[config.mk]
export PLATFORM = sky130hd
export DESIGN_NAME = alu_issue_flat
export DESIGN_NICKNAME = d
export VERILOG_FILES = /design/src/rtl/alu_issue_if.sv /design/src/rtl/alu_issue.sv /design/src/flat_wrapper.sv
export SDC_FILE = /design/constraint.sdc
export NUM_CORES = 1
export LEC_CHECK = 0
export CORE_AREA = 2 2 148 78
export DETAILED_ROUTE_END_ITERATION = 8
export DIE_AREA = 0 0 150 80
export MAX_ROUTING_LAYER = met4
export PLACE_DENSITY = 0.85
export SLEW_MARGIN = 10
export SYNTH_ARGS = -nofsm -noshare
export SYNTH_HDL_FRONTEND = slang
export SYNTH_SLANG_ARGS = --single-unit
[constraint.sdc]
create_clock -name clk -period 4.21 [get_ports clk]
set_clock_uncertainty 0.2 [all_clocks]
set_input_delay 0.842 -clock clk [delete_from_list [all_inputs] [get_ports clk]]
set_output_delay 0.842 -clock clk [all_outputs]
set_load 0.01 [all_outputs]
[src/rtl/alu_issue_if.sv]
// alu_issue_if: request/response handshake bundle between decode, alu_issue and writeback.
interface alu_issue_if #(
  parameter int XLEN = 32,
  parameter int SEQW = 4
);
  logic            in_valid;
  logic            in_ready;
  logic [1:0]      in_aluop;
  logic [2:0]      in_funct3;
  logic            in_funct7b5;
  logic [XLEN-1:0] in_a;
  logic [XLEN-1:0] in_b;
  logic            out_valid;
  logic            out_ready;
  logic [XLEN-1:0] out_result;
  logic            out_zero;
  logic            out_err;
  logic [SEQW-1:0] out_seq;
  modport master (
    output in_valid, in_aluop, in_funct3, in_funct7b5, in_a, in_b, out_ready,
    input  in_ready, out_valid, out_result, out_zero, out_err, out_seq
  );
  modport slave (
    input  in_valid, in_aluop, in_funct3, in_funct7b5, in_a, in_b, out_ready,
    output in_ready, out_valid, out_result, out_zero, out_err, out_seq
  );
endinterface

[src/rtl/alu_issue.sv]
// alu_issue: two-stage issue/retire front end driving the combinational rv32i alu.
module alu_issue #(
  parameter int XLEN = 32,
  parameter int SEQW = 4
) (
  input  logic            clk,
  input  logic            rst_n,
  alu_issue_if.slave      bus,
  output logic [3:0]      alu_op_o,
  output logic [XLEN-1:0] alu_i1_o,
  output logic [XLEN-1:0] alu_i2_o,
  input  logic [XLEN-1:0] alu_out_i,
  input  logic            alu_zero_i
);
  logic [3:0]      dec_op, op_q, op_d;
  logic            dec_err, r_ok, adv, accept;
  logic            s1_valid_q, s1_valid_d, s1_err_q, s1_err_d;
  logic            out_valid_q, out_valid_d, zero_q, zero_d, err_q, err_d;
  logic [SEQW-1:0] seq_q, seq_d, s1_seq_q, s1_seq_d, out_seq_q, out_seq_d;
  logic [XLEN-1:0] i1_q, i1_d, i2_q, i2_d, res_q, res_d;

  assign adv          = s1_valid_q && (!out_valid_q || bus.out_ready);
  assign bus.in_ready = !s1_valid_q || adv;
  assign accept       = bus.in_valid && bus.in_ready;

  always_comb begin
    r_ok    = (bus.in_funct3 inside {3'b111, 3'b110, 3'b000}) || (bus.in_funct3 == 3'b010 && !bus.in_funct7b5);
    dec_err = bus.in_aluop == 2'b11 || (bus.in_aluop == 2'b10 && !r_ok);
    dec_op  = dec_err ? 4'd0 : bus.in_aluop == 2'b00 ? 4'd2 : bus.in_aluop == 2'b01 ? 4'd6 :
              bus.in_funct3 == 3'b111 ? 4'd0 : bus.in_funct3 == 3'b110 ? 4'd1 :
              bus.in_funct3 == 3'b010 ? 4'd7 : bus.in_funct7b5 ? 4'd6 : 4'd2;
  end

  // ALU operand registers only load on accept so the alu inputs stay quiet when idle
  always_comb begin
    s1_valid_d  = accept || (s1_valid_q && !adv);
    op_d        = accept ? dec_op : op_q;
    i1_d        = accept ? bus.in_a : i1_q;
    i2_d        = accept ? bus.in_b : i2_q;
    s1_err_d    = accept ? dec_err : s1_err_q;
    s1_seq_d    = accept ? seq_q : s1_seq_q;
    seq_d       = accept ? seq_q + 1'b1 : seq_q;
    out_valid_d = adv || (out_valid_q && !bus.out_ready);
    res_d       = adv ? (s1_err_q ? '0 : alu_out_i) : res_q;
    zero_d      = adv ? (s1_err_q || alu_zero_i) : zero_q;
    err_d       = adv ? s1_err_q : err_q;
    out_seq_d   = adv ? s1_seq_q : out_seq_q;
  end

  always_ff @(posedge clk) begin
    if (!rst_n) begin
      s1_valid_q  <= 1'b0;
      op_q        <= '0;
      i1_q        <= '0;
      i2_q        <= '0;
      s1_err_q    <= 1'b0;
      s1_seq_q    <= '0;
      seq_q       <= '0;
      out_valid_q <= 1'b0;
      res_q       <= '0;
      zero_q      <= 1'b0;
      err_q       <= 1'b0;
      out_seq_q   <= '0;
    end else begin
      s1_valid_q  <= s1_valid_d;
      op_q        <= op_d;
      i1_q        <= i1_d;
      i2_q        <= i2_d;
      s1_err_q    <= s1_err_d;
      s1_seq_q    <= s1_seq_d;
      seq_q       <= seq_d;
      out_valid_q <= out_valid_d;
      res_q       <= res_d;
      zero_q      <= zero_d;
      err_q       <= err_d;
      out_seq_q   <= out_seq_d;
    end
  end

  assign alu_op_o       = op_q;
  assign alu_i1_o       = i1_q;
  assign alu_i2_o       = i2_q;
  assign bus.out_valid  = out_valid_q;
  assign bus.out_result = res_q;
  assign bus.out_zero   = zero_q;
  assign bus.out_err    = err_q;
  assign bus.out_seq    = out_seq_q;
endmodule
[src/flat_wrapper.sv]
// flat-port wrapper written by rule: the top's interface ports become plain ports
module alu_issue_flat 
#(
  parameter int XLEN = 32,
  parameter int SEQW = 4
)
  (clk, rst_n, alu_op_o, alu_i1_o, alu_i2_o, alu_out_i, alu_zero_i, bus_in_valid, bus_in_aluop, bus_in_funct3, bus_in_funct7b5, bus_in_a, bus_in_b, bus_out_ready, bus_in_ready, bus_out_valid, bus_out_result, bus_out_zero, bus_out_err, bus_out_seq);
  alu_issue_if #(.XLEN(XLEN), .SEQW(SEQW)) bus_i ();
  input  logic clk;
  input  logic rst_n;
  output logic [3:0] alu_op_o;
  output logic [XLEN-1:0] alu_i1_o;
  output logic [XLEN-1:0] alu_i2_o;
  input  logic [XLEN-1:0] alu_out_i;
  input  logic alu_zero_i;
  input wire logic [$bits(bus_i.in_valid)-1:0] bus_in_valid;
  input wire logic [$bits(bus_i.in_aluop)-1:0] bus_in_aluop;
  input wire logic [$bits(bus_i.in_funct3)-1:0] bus_in_funct3;
  input wire logic [$bits(bus_i.in_funct7b5)-1:0] bus_in_funct7b5;
  input wire logic [$bits(bus_i.in_a)-1:0] bus_in_a;
  input wire logic [$bits(bus_i.in_b)-1:0] bus_in_b;
  input wire logic [$bits(bus_i.out_ready)-1:0] bus_out_ready;
  output wire logic [$bits(bus_i.in_ready)-1:0] bus_in_ready;
  output wire logic [$bits(bus_i.out_valid)-1:0] bus_out_valid;
  output wire logic [$bits(bus_i.out_result)-1:0] bus_out_result;
  output wire logic [$bits(bus_i.out_zero)-1:0] bus_out_zero;
  output wire logic [$bits(bus_i.out_err)-1:0] bus_out_err;
  output wire logic [$bits(bus_i.out_seq)-1:0] bus_out_seq;
  assign bus_i.in_valid = bus_in_valid;
  assign bus_i.in_aluop = bus_in_aluop;
  assign bus_i.in_funct3 = bus_in_funct3;
  assign bus_i.in_funct7b5 = bus_in_funct7b5;
  assign bus_i.in_a = bus_in_a;
  assign bus_i.in_b = bus_in_b;
  assign bus_i.out_ready = bus_out_ready;
  assign bus_in_ready = bus_i.in_ready;
  assign bus_out_valid = bus_i.out_valid;
  assign bus_out_result = bus_i.out_result;
  assign bus_out_zero = bus_i.out_zero;
  assign bus_out_err = bus_i.out_err;
  assign bus_out_seq = bus_i.out_seq;
  alu_issue #(.XLEN(XLEN), .SEQW(SEQW)) u_core (.clk(clk), .rst_n(rst_n), .bus(bus_i), .alu_op_o(alu_op_o), .alu_i1_o(alu_i1_o), .alu_i2_o(alu_i2_o), .alu_out_i(alu_out_i), .alu_zero_i(alu_zero_i));
endmodule
==> summary.txt <==
Routing
  • Via count: about 4300
  • Final ANT Viol Nets: 0
  • DR WL/cell: 15.2 microns
  • Via-per-instance ratio: 4.95
  • # DRC: 0
  • Detailed Route WL: ~13000 microns
  • Initial DRC Count: 166
  • First-pass DRT Iterations: 5

Floorplan
  • Rows: 27
  • Die span in y: approximately 80 microns
  • Horiz. Die Dim: 150 microns
  • Initial core utilization: 0.428
  • Die area: roughly 0.012 sq mm
  • Num ports: 215
  • Core Area: ~0.011 sq mm

Placed design
  • Placed insts: 843
  • Buffers on Ports: 213
  • Placer congestion estimate: 0.745
  • DP Wirelength: 9580 microns

Global routing
  • Total track usage: 0.234
  • Global-route wire length before repair: 21400 microns
  • Pin count of the biggest net entering global routing: between 70 and 80
  • Antenna violations before repair: 0
  • Global route overflow: 0
  • Vias in the first global route: 4290

Setup path
  • CP Class: input pin to output port
  • Cell Chain, Critical Path: clkdlybuf4s50_1, nand3b_4, clkdlybuf4s50_1
  • Slowest CP cell: clkdlybuf4s50_1
  • Critical-path maximum fanout: 6
  • Req. time, crit path: 3.17 ns
  • Family with the most delay on the worst path: buffers and inverters
  • Startpoint types: input pin
  • WP data arrival: 2.07 ns
  • Crit path top cell by count: clkdlybuf4s50_1
  • Slowest stage delay, CP: 0.55 ns
  • Crit path capture type: output port
  • CP bufs+invs: 2
  • Flop2flop setup slack: 2.23 ns

Yosys
  • Post-Syn Nets: between 600 and 700
  • Xor/xnor share of the synthesized area: 0.00575
  • Top cell type by total area after synthesis: dfxtp_1
  • Yosys warns: 0
  • Yosys reg bits: 116
  • Synth top area share: 0.508
  • Largest family of logic cells by synthesized area: simple AND/OR/NAND/NOR gates
  • Seq/Total Area, Yosys: 0.508
  • Synth Cell Area: 0.00457 sq mm
  • Post-Synth Simple-Gate Area: 0.236
  • Synth cell types: 29
  • Synth Area in Compound Gates: 0.189
  • Adder-cell share of the synthesized area: 0.00274
  • Mux share of post-synthesis cell area: 0
  • Avg Cell Area, Syn: 8.81 sq um
  • Ranking of synthesized cells by area: dfxtp_1, nand2_1, a21boi_1
  • Mapped Cells: 519

Timing
  • Worst-margin pin slew: 0.966 ns
  • WHS: roughly 0.25 ns
  • Period minus WS final: 3.11 ns
  • Setup TNS: 0 ns
  • Pins Over Slew Limit: 0
  • Final setup vio count: 0
  • Max-slew headroom: 0.355
  • Final hold vios: 0
  • RSZ-0062 raised after global routing: no
  • Period utilization: 0.738
  • F_max: between 0.3 and 0.4 GHz

Clocking
  • Num CTS Buffers: 17
  • CTS tree: yes
  • Hold-fix buffer count after cts: 0
  • CTS root buf: clkbuf_16
  • Clock sink count: 116
  • Clock Latency Late Sink: between 0.3 and 0.4 ns
  • # Post-CTS Setup Buffers: 0
  • H-Tree Depth: 4
  • Clk buf depth: 2
  • Worst-path clk slew: about 0.060 ns
  • PostCTS Resize Cnt: 0

Layout
  • Area Overhead vs Synth: 59.0%
  • Share of post-route cells with drive strength above 1: 0.0549
  • Antenna cell count: 0
  • Nets: ~830
  • Fin cells: 874

Flow run
  • # Max-Cap Violations: 0

Pwr
  • Design Power: between 2 and 3 mW
  • VDD IR-drop max: between 0.0003 and 0.0004 V
  • P per Cell Area: 409 mW/mm^2
  • Leak: 2.75 nW

Hold path
  • Min-delay worst type: flip-flop to flip-flop

Outcome
  • Status: completed
-- final timing paths --
check,startpoint,endpoint,cells past startpoint
worst max-delay path,bus_out_ready,bus_in_ready,3
worst min-delay path,u_core.s1_seq_q[0]$_SDFFE_PN0P_,u_core.bus.out_seq[0]$_SDFFE_PN0P_,2
worst max register to register,u_core.s1_valid_q$_SDFF_PN0_,u_core.alu_i1_o[13]$_SDFFE_PN0P_,5
worst min register to register,u_core.s1_seq_q[0]$_SDFFE_PN0P_,u_core.bus.out_seq[0]$_SDFFE_PN0P_,2
-- state kept, by name, summed over array words and instances (netlist names) --
name,count
u_core.s1_seq_q,4
u_core.bus.out_err,1
u_core.alu_i2_o,32
u_core.bus.out_result,32
u_core.s1_valid_q,1
u_core.bus.out_zero,1
u_core.bus.out_valid,1
u_core.bus.out_seq,4
u_core.seq_q,4
u_core.alu_op_o,3
u_core.s1_err_q,1
u_core.alu_i1_o,32
-- placed cells by master (no fill, tap or decap), drive strengths merged --
master / synthesis / final
a2111o: 1 / 1
a21boi: 110 / 110
and2: 5 / 5
and3: 1 / 1
buf: 27 / 8
bufinv: 0 / 2
clkbuf: 14 / 22
clkdlybuf4s50: 0 / 212
clkinv: 0 / 5
clkinvlp: 0 / 2
conb: 1 / 1
dfxtp: 116 / 116
ha: 1 / 1
inv: 2 / 2
nand2: 188 / 188
nand2b: 1 / 1
nand3: 6 / 6
nand3b: 33 / 33
nand4: 1 / 1
nor2: 2 / 2
nor2b: 1 / 1
nor3: 1 / 1
nor3b: 1 / 1
o2111ai: 1 / 1
o211a: 1 / 1
o211ai: 1 / 1
or2: 1 / 1
xnor2: 3 / 3
-- power breakdown --
part / leakage [nW] / switching, mW / internal, mW
clock: 0.282 / 0.481 / 0.911
sequential: 0.952 / 0.0359 / 1.16
combinational: 1.51 / 0.158 / 0.233
total: 2.75 / 0.675 / 2.30
-- synthesized netlist by cell type (all sizes together) --
cell     number
nand2       188
nor2          2
nor2b         1
nor3b         1
nand4         1
dfxtp       116
and3          1
ha            1
a21boi      110
conb          1
buf          27
o211a         1
and2          5
o211ai        1
nand3         6
or2           1
xnor2         3
nand3b       33
inv           2
o2111ai       1
nor3          1
clkbuf       14
nand2b        1
a2111o        1
-- per-stage QoR --
stage / worst slack (ns) / area [sq um] / utilization
CTS: 1.10 / 7270 / 0.681
global placement: 1.15 / 6690 / 0.627
finish: 1.10 / 7270 / 0.681
floorplan: 2.16 / 4570 / -
detailed placement: 1.12 / 6690 / 0.627
global route: 1.08 / 7270 / 0.681
-- area by class of cell --
class	instances	area (sq um)
well taps	145	181
multi-input cells	360	1990
clock buffers	22	474
inverters	2	7.51
clock inverters	9	104
fillers	829	3410
repair buffers	220	2190
flip-flops and latches	116	2320
-- metal layers --
layer | vias to the layer above | GRT usage | share of wire
met5 | - | - | 0
met4 | 0 | 0.0689 | 0.0083
met3 | 10 | 0.0640 | 0.065
met2 | 138 | 0.372 | 0.47
met1 | 2078 | 0.293 | 0.46
li1 | 2101 | - | -
-- worst min-delay path: cells and delay by family (launching register included) --
family / cells / cell delay [ns]
AND/OR/NAND/NOR: 1 / 0.05
AO/OA/AOI/OAI: 1 / 0.06
flip-flops: 1 / 0.30
-- logic make-up after synthesis --
logic type / Yosys count
and+or+nand+nor: 241
buffers and inverters: 43
other: 1
AOI/OAI and AO/OA: 114
adders and majority gates: 1
xor gates and xnor gates: 3
DFF: 116
(Power assumes the default switching activity.)
